===== src/rtl/param_pkg.sv =====
`default_nettype none
// ============================================================================
// Module : param_pkg
// Brief  : Parameter-set layout, reset defaults and commit FSM states shared
//          by the parameter selector, commit controller and display.
// Rev    : 1.0  initial release
// ============================================================================
package param_pkg;

  localparam int SCALE_CHOICE_W = 2;
  localparam int SCALE_COLOR_W  = 3;
  localparam int MAG_SCALE_W    = 2;

  typedef struct packed {
    logic [SCALE_CHOICE_W-1:0] scale_choice;
    logic [SCALE_COLOR_W-1:0]  scale_color;
    logic [MAG_SCALE_W-1:0]    mag_scale;
    logic                      color;
    logic                      live;
  } param_set_t;

  localparam int         PARAM_SET_W = $bits(param_set_t);
  localparam param_set_t PARAM_RST   = '0;

  typedef enum logic [1:0] {
    IDLE    = 2'd0,
    PENDING = 2'd1,
    FLUSH   = 2'd2,
    SETTLE  = 2'd3
  } commit_state_t;

  // Display mode and musical scale change the FFT/tuner bin layout.
  function automatic logic needs_flush(input param_set_t a, input param_set_t b);
    return (a.live != b.live) || (a.scale_choice != b.scale_choice);
  endfunction

endpackage
`default_nettype wire


===== src/rtl/frame_counter.sv =====
`default_nettype none
// ============================================================================
// Module : frame_counter
// Brief  : Counts vblank ticks with synchronous clear; hit_o flags the tick
//          that brings the count to terminal_i.
// Rev    : 1.0  initial release
// ============================================================================
module frame_counter #(
  parameter int CNT_W = 8
) (
  input  logic             clk,
  input  logic             rst_n,
  input  logic             clr_i,
  input  logic             tick_i,
  input  logic [CNT_W-1:0] terminal_i,
  output logic             hit_o
);

  logic [CNT_W-1:0] count_q, count_d;

  always_comb begin
    count_d = count_q;
    if (clr_i)       count_d = '0;
    else if (tick_i) count_d = count_q + 1'b1;
  end

  always_ff @(posedge clk or negedge rst_n) begin
    if (!rst_n) count_q <= '0;
    else        count_q <= count_d;
  end

  assign hit_o = !clr_i && tick_i && ((count_q + 1'b1) == terminal_i);

endmodule
`default_nettype wire


===== src/rtl/param_commit_ctrl.sv =====
`default_nettype none
// ============================================================================
// Module : param_commit_ctrl
// Brief  : Applies staged display parameters atomically at vblank, flushes
//          the FFT pipeline when needed and rate-limits commits.
//          Optional: PARAM_COMMIT_STATS_EN adds commit/flush counters.
// Rev    : 1.0  initial release
// ============================================================================
module param_commit_ctrl
  import param_pkg::*;
#(
  parameter int SETTLE_FRAMES = 2,
  parameter int FLUSH_TIMEOUT = 65535,
  parameter int TO_W          = 16
) (
  input  logic       clk_65mhz,
  input  logic       rst_n,
  input  logic [1:0] stg_scale_choice,
  input  logic [2:0] stg_scale_color,
  input  logic [1:0] stg_mag_scale,
  input  logic       stg_color,
  input  logic       stg_live,
  input  logic       vblank_start,
  input  logic       fft_flush_ack,
  output logic [1:0] act_scale_choice,
  output logic [2:0] act_scale_color,
  output logic [1:0] act_mag_scale,
  output logic       act_color,
  output logic       act_live,
  output logic       commit_pulse,
  output logic       fft_flush_req,
  output logic       pending,
  output logic       flush_err
`ifdef PARAM_COMMIT_STATS_EN
  ,
  output logic [7:0] commit_count,
  output logic [7:0] flush_count
`endif
);

  localparam int              FC_W        = (SETTLE_FRAMES < 2) ? 1 : $clog2(SETTLE_FRAMES + 1);
  localparam logic [FC_W-1:0] SETTLE_TERM = FC_W'(SETTLE_FRAMES);
  localparam logic [TO_W:0]   TO_LIMIT    = (TO_W + 1)'(FLUSH_TIMEOUT);

  commit_state_t   state_q, state_d;
  param_set_t      stg, act_q, act_d;
  logic            commit_q, commit_d;
  logic            err_q, err_d;
  logic [TO_W-1:0] to_q, to_d;
  logic            diff, flush_class, to_expired, settle_hit;
  logic            commit_ev, flush_entry, timeout_ev;

  assign stg         = {stg_scale_choice, stg_scale_color, stg_mag_scale, stg_color, stg_live};
  assign diff        = (stg != act_q);
  assign flush_class = needs_flush(stg, act_q);
  assign to_expired  = (({1'b0, to_q} + 1'b1) >= TO_LIMIT);

  frame_counter #(.CNT_W(FC_W)) u_settle_cnt (
    .clk        (clk_65mhz),
    .rst_n      (rst_n),
    .clr_i      (state_q != SETTLE),
    .tick_i     (vblank_start && (state_q == SETTLE)),
    .terminal_i (SETTLE_TERM),
    .hit_o      (settle_hit)
  );

  always_ff @(posedge clk_65mhz or negedge rst_n) begin
    if (!rst_n) state_q <= IDLE;
    else        state_q <= state_d;
  end

  always_comb begin
    state_d     = state_q;
    commit_ev   = 1'b0;
    flush_entry = 1'b0;
    timeout_ev  = 1'b0;
    case (state_q)
      IDLE:    if (diff) state_d = PENDING;
      PENDING: begin
        if (!diff) begin
          state_d = IDLE;
        end else if (vblank_start) begin
          commit_ev = 1'b1;
          if (flush_class) begin
            flush_entry = 1'b1;
            state_d     = FLUSH;
          end else begin
            state_d = SETTLE;
          end
        end
      end
      // Ack has priority over a coincident timeout.
      FLUSH: begin
        if (fft_flush_ack) begin
          state_d = SETTLE;
        end else if (to_expired) begin
          timeout_ev = 1'b1;
          state_d    = SETTLE;
        end
      end
      SETTLE:  if ((SETTLE_FRAMES == 0) || settle_hit) state_d = IDLE;
      default: state_d = IDLE;
    endcase
  end

  always_comb begin
    pending       = (state_q == PENDING);
    fft_flush_req = (state_q == FLUSH);
  end

  always_comb begin
    act_d    = commit_ev ? stg : act_q;
    commit_d = commit_ev;
    err_d    = err_q | timeout_ev;
    to_d     = (state_q == FLUSH) ? (to_q + 1'b1) : '0;
  end

  always_ff @(posedge clk_65mhz or negedge rst_n) begin
    if (!rst_n) begin
      act_q    <= PARAM_RST;
      commit_q <= 1'b0;
      err_q    <= 1'b0;
      to_q     <= '0;
    end else begin
      act_q    <= act_d;
      commit_q <= commit_d;
      err_q    <= err_d;
      to_q     <= to_d;
    end
  end

  assign act_scale_choice = act_q.scale_choice;
  assign act_scale_color  = act_q.scale_color;
  assign act_mag_scale    = act_q.mag_scale;
  assign act_color        = act_q.color;
  assign act_live         = act_q.live;
  assign commit_pulse     = commit_q;
  assign flush_err        = err_q;

`ifdef PARAM_COMMIT_STATS_EN
  logic [7:0] commit_cnt_q, flush_cnt_q;

  always_ff @(posedge clk_65mhz or negedge rst_n) begin
    if (!rst_n) begin
      commit_cnt_q <= '0;
      flush_cnt_q  <= '0;
    end else begin
      if (commit_q && (commit_cnt_q != 8'hFF))   commit_cnt_q <= commit_cnt_q + 8'd1;
      if (flush_entry && (flush_cnt_q != 8'hFF)) flush_cnt_q  <= flush_cnt_q + 8'd1;
    end
  end

  assign commit_count = commit_cnt_q;
  assign flush_count  = flush_cnt_q;
`endif

endmodule
`default_nettype wire


===== config.mk =====
export PLATFORM = sky130hd
export DESIGN_NAME = param_commit_ctrl
export DESIGN_NICKNAME = d
export VERILOG_FILES = /design/src/rtl/param_pkg.sv /design/src/rtl/frame_counter.sv /design/src/rtl/param_commit_ctrl.sv
export SDC_FILE = /design/constraint.sdc
export NUM_CORES = 1
export LEC_CHECK = 0
export BUFFER_PORTS_ARGS = -buffer_cell sky130_fd_sc_hd__buf_2
export CELL_PAD_IN_SITES_DETAIL_PLACEMENT = 2
export CELL_PAD_IN_SITES_GLOBAL_PLACEMENT = 2
export CORE_MARGIN = 1
export CORE_UTILIZATION = 30
export CTS_CLUSTER_SIZE = 16
export DETAILED_ROUTE_END_ITERATION = 12
export MAX_ROUTING_LAYER = met4
export PLACE_DENSITY = 0.66
export SYNTH_ARGS = -nofsm -noshare
export SYNTH_HDL_FRONTEND = slang
export SYNTH_SLANG_ARGS = --single-unit

===== constraint.sdc =====
create_clock -name clk_65mhz -period 2.55 [get_ports clk_65mhz]
set_clock_uncertainty 0.05 [all_clocks]
set_input_delay 0.1275 -clock clk_65mhz [delete_from_list [all_inputs] [get_ports clk_65mhz]]
set_output_delay 0.1275 -clock clk_65mhz [all_outputs]
set_load 0.02 [all_outputs]

# Word level (Yosys, flattened, before mapping)
# Index checks and enable logic that the tools add are counted.
# W data, S select, Z words.
# op_classes
mul	0
n_shift	0
order_cmp	1
add_sub_neg	3
bitwise_logic	1
muxes	17
n_eq_ne	12
n_reduce_logical	8
div_mod_pow	0
# op_table
cell	n
$add A16 B1 Y17 const B	1
$ge A17 B16 Y1 const B	1
$add A16 B1 Y16 const B	1
$mux W16	1
$mux W2	8
$ne A9 B9 Y1	1
$pmux W2 S4	1
$mux W1	7
$eq A2 B2 Y1 const B	3
$ne A2 B2 Y1 const B	3
$reduce_and A4 Y1	1
$logic_and A1 B1 Y1	3
$ne A3 B2 Y1 const B	1
$ne A3 B3 Y1 const B	1
$add A2 B1 Y2 const B	1
$eq A2 B1 Y1 const B	1
$logic_not A2 Y1	1
$ne A2 B2 Y1	1
$reduce_bool A2 Y1	1
$logic_not A1 Y1	1
$logic_or A1 B1 Y1	1
$ne A1 B1 Y1	1
$or A1 B1 Y1	1
# word_totals
input_bits	13
mem_bits_ro	0
elab_cells	52
ramBits	0
ff_bits	31
output_inout_bits	13
n_memories	0
latchBits	0

# Logic depth before layout (Yosys ltp)
# depth
ltp_word	6
depth_mapped	8
depth_no_buf	7

# Cells and area by module
# A second synthesis with hierarchy kept.
# hier_totals
hier_cells	166
hier_area_um2	1730.4
# by_module_without_submodules
module	cells_per_inst	area_each_um2	instances	seq_area_each_um2
param_commit_ctrl	155	1596.5	1	725.7
frame_counter	11	133.9	1	50.0

# Worst setup path before layout
# Ideal clock, no wire load.
# synth_timing
path_kind	register to register
start	register to_q[1]
end	register err_q (netlist: flush_err)
path_slack_ps	492
setup_ps	104
n_path_buf	1
t_required_ps	2396
stages_incl_launch_ff	8
synth_period_minus_slack_ps	2058
arrival_time_ps	1904
cell_sequence	dfrtp_1 -> ha_1 -> buf_4 -> nand4_4 -> or4_4 -> and2_4 -> nand4b_1 -> o41ai_2
# synth_between
elab_chain_cells	6
# synth_lines
item	line	text
start: declaration	param_commit_ctrl.sv:49	logic [TO_W-1:0] to_q, to_d;
start signal: assignment	param_commit_ctrl.sv:128	to_q <= to_d;
$add A16 B1 Y17	param_commit_ctrl.sv:56	assign to_expired = (({1'b0, to_q} + 1'b1) >= TO_LIMIT);
$ge A17 B16 Y1	param_commit_ctrl.sv:56	
$mux W1	param_commit_ctrl.sv:96	end else if (to_expired) begin
$mux W1	param_commit_ctrl.sv:94	if (fft_flush_ack) begin
$mux W1	param_commit_ctrl.sv:77	case (state_q)
$or A1 B1 Y1	param_commit_ctrl.sv:114	err_d = err_q | timeout_ev;
net err_d	param_commit_ctrl.sv:48	logic err_q, err_d;
end signal: assignment	param_commit_ctrl.sv:127	err_q <= err_d;
end: declaration	param_commit_ctrl.sv:48	
# The timed path passes the listed nets, and every way through them passes these cells.
# A chain may end at the register's enable or synchronous reset.

# Final worst setup path
# Ends and elaborated chain as after synthesis.

==> results.yml <==
pwr:
  p_leak_nw: 0.8460
  peakVddDrop_mv: 0.2602
  power_per_cell_area_nw_per_um2: 821.1
synthesis:
  syn_area_per_cell_um2: 10.23
  synth_common_cells: "dfrtp_1 (31), nor2_1 (25), xnor2_1 (14), nand3_1 (11), mux2_2 (9)"
  synth_fp_nets: 185
  synth_edf_count: 0
  netlist_area_um2: 1729
  synth-seq-cells: 31
  async_flop_share: 1.000
  yosysTopAreaCellShare: 0.4486
  synth_top_area_cell: "dfrtp_1"
  synth_most_common_cell: "dfrtp_1"
  synth_cells: 169
  ys.flop_type: "dfrtp_1"
  synth-seq-area-share: 0.4486
  yosysWarningCount: 0
  synth.area.top_cells: "dfrtp_1 (45%), xnor2_1 (7.1%), mux2_2 (5.9%), nor2_1 (5.4%), nand3_1 (3.2%)"
  synth.distinct_cells: 46
global_routing:
  antenna_found_initial: 0
  use_met1: 0.1827
  overflow: 0
  grt_pass1_wl_um: 7824
  gr-usage-met3: 0.03059
  track_usage: 0.1728
  busiest_layer: "met2"
  first_global_vias: 1582
  use_met2: 0.3248
  grt_max_degree: 32
detailed_routing:
  vias: 1396
  viasPerCell: 5.114
  first_pass_iters: 4
  routed_wl_um: 4539
  wl_per_cell_um: 16.63
  antenna_left: 0
  drc_errors: 0
  drt_iter0_drc: 54
sta:
  tightest_slew_ns: 0.7674
  fmax_ghz: 0.4240
  period_needed_ns: 2.358
  rsz0062_at_grt: "no"
  tns_ns: 0
  hold_viol_final: 0
  worst_slack_ns: 0.1915
  setup_viol: 0
  relSlewSlack: 0.4856
  report.final.slew_viol_count: 0
  fin_crit_sh: 0.9249
floorplanning:
  die_area_um2: 6072
  core-area_um2: 5540
  dieWidth_um: 77.92
  boundaryPins: 26
  start_util: 0.3121
  die_h_um: 77.92
  num_rows: 27
min_path:
  worstHoldStart: "vblank_start"
  hold_end: "u_settle_cnt.count_q[1]"
  hold_path.class: "input port to flip-flop"
  holdPathStages: 2
clocking:
  cts_max_path_buffers: 2
  hold_buffers: 2
  cts_root_buffer: "clkbuf_8"
  cts_tree: "yes"
  numCtsBuffers: 5
  cts_resized: 0
  insertion_delay_ns: 0.28
  cts_max_level: 2
  cts.sinks: 31
  cts_setup_buffers: 0
  cts.clk_slew.worst_paths_ns: 0.07
worst_setup_path:
  critical_path.top_delay_family: "simple AND/OR/NAND/NOR gates"
  reg2reg_to: "flush_err"
  cp-end-kind: "flip-flop"
  reg2reg_from: "to_q[1]"
  cp_slowest_cell: "or4_4"
  worstPathArrival_ns: 2.49
  start_kind: "flip-flop"
  path_class: "flip-flop to flip-flop"
  worstPathMaxFanout: 9
  r2r_cells: 6
  regToRegSetupSlack_ns: 0.19
  cp.required_ns: 2.68
  cp_cell_sequence: "ha_1, nand4_4, or4_4, and2_4, nand4b_1, o41ai_2"
  crit_buf_inv: 0
  crit_path_max_incr_delay_ns: 0.55
placed_design:
  post-dp-hpwl_um: 3455
  gp_congestion: 0.8759
  placed_cell_area_um2: 1926
  pre_cts_ws_ns: 0.1874
  port_buffers: 25
outcome:
  status: "completed"
cells_and_area:
  drive_gt1_frac: 0.2687
  fillCellCount: 634
  finalNetCount: 217
  diodes: 0
  design_area_um2: 2033
  syn2layout_area_growth_pct: 17.58
job:
  maxCapViolCount: 0
## cell usage in the layout (no fill, tap or decap), types with 4 or more instances in the layout
| master | instances |
|---|---|
| dfrtp_1 | 31 |
| o21ai_0 | 4 |
| nand4_1 | 4 |
| buf_4 | 4 |
| nand3_1 | 11 |
| clkbuf_8 | 6 |
| nor2_1 | 25 |
| nand2_1 | 8 |
| mux2_2 | 9 |
| xor2_1 | 6 |
| inv_1 | 5 |
| nor2b_1 | 4 |
| xnor2_1 | 14 |
| buf_2 | 25 |
## cell type report
type	instances	area [um2]	share of cell area
timing repair buffer	31	175.2	0.08615
multi-input combinational	127	885.9	0.4357
sequential	31	775.7	0.3815
clock inverter	1	5.005	0.002462
clock buffer	6	82.58	0.04062
tap	72	90.09	0.04431
inverter	5	18.77	0.009231
## state kept, by name, indices dropped and copies added, names as in the netlist, named ones only
| name | count |
|---|---|
| commit_pulse | 1 |
| state_q | 1 |
| act_color | 1 |
| flush_err | 1 |
| to_q | 16 |
| act_mag_scale | 2 |
| act_live | 1 |
| act_scale_color | 3 |
| act_scale_choice | 2 |
| u_settle_cnt.count_q | 2 |
## power by group
part	total (W)	switching [W]	internal [W]	leakage [nW]
registers	0.000701	0.0000986	0.000603	0.401
logic	0.000580	0.000335	0.000245	0.398
clock network	0.000388	0.000177	0.000211	0.0470
total	0.00167	0.000610	0.00106	0.846
## how the worst max path moves through the flow
stage	endpoint	cells past startpoint	start	slack (ns)
floorplan	flush_err	7	to_q[1]	0.49
global placement	flush_err	6	to_q[1]	0.33
detailed placement	flush_err	6	to_q[1]	0.19
CTS	flush_err	6	to_q[1]	0.17
global route	flush_err	6	to_q[1]	0.01
finish	flush_err	6	to_q[1]	0.19
## cell families (layout without fill, tap and decap cells)
logic type               count (synthesis)  in the layout  share of synthesized area
flip-flops                              31             31                     0.4486
XOR/XNOR                                20             20                     0.1013
buffers and inverters                   11             43                    0.03907
AND/OR/NAND/NOR                         72             72                     0.2330
adder cells (fa/ha/maj)                  3              3                    0.02171
AO/OA/AOI/OAI                           23             23                    0.09769
multiplexers                             9              9                    0.05861
## metrics by stage
| stage | cells | power [W] | hold WS [ns] | util |
|---|---|---|---|---|
| 2_1_floorplan | 169 | 0.001102 | -0.2181 | - |
| 3_3_place_gp | 264 | 0.001251 | 0.1623 | 0.3476 |
| 3_5_place_dp | 264 | 0.001299 | 0.1867 | 0.3476 |
| 4_1_cts | 273 | 0.001705 | 0.02856 | 0.3670 |
| 5_1_grt | 273 | 0.001792 | 0.03408 | 0.3670 |
| 6_report | 273 | 0.001670 | 0.03431 | 0.3670 |
## worst register-to-register path, cell delays in order, from the launching register on
cell      delay, ns
dfrtp_1        0.49
ha_1           0.42
nand4_4        0.19
or4_4          0.55
and2_4         0.17
nand4b_1       0.18
o41ai_2        0.21
## metal layers
metal  up-vias  part of all wire
met2        29              0.55
met3         8             0.028
met5         -                 0
met4         0             0.011
li1        660                 -
met1       699              0.42
Power figures use the tool's default switching activity.
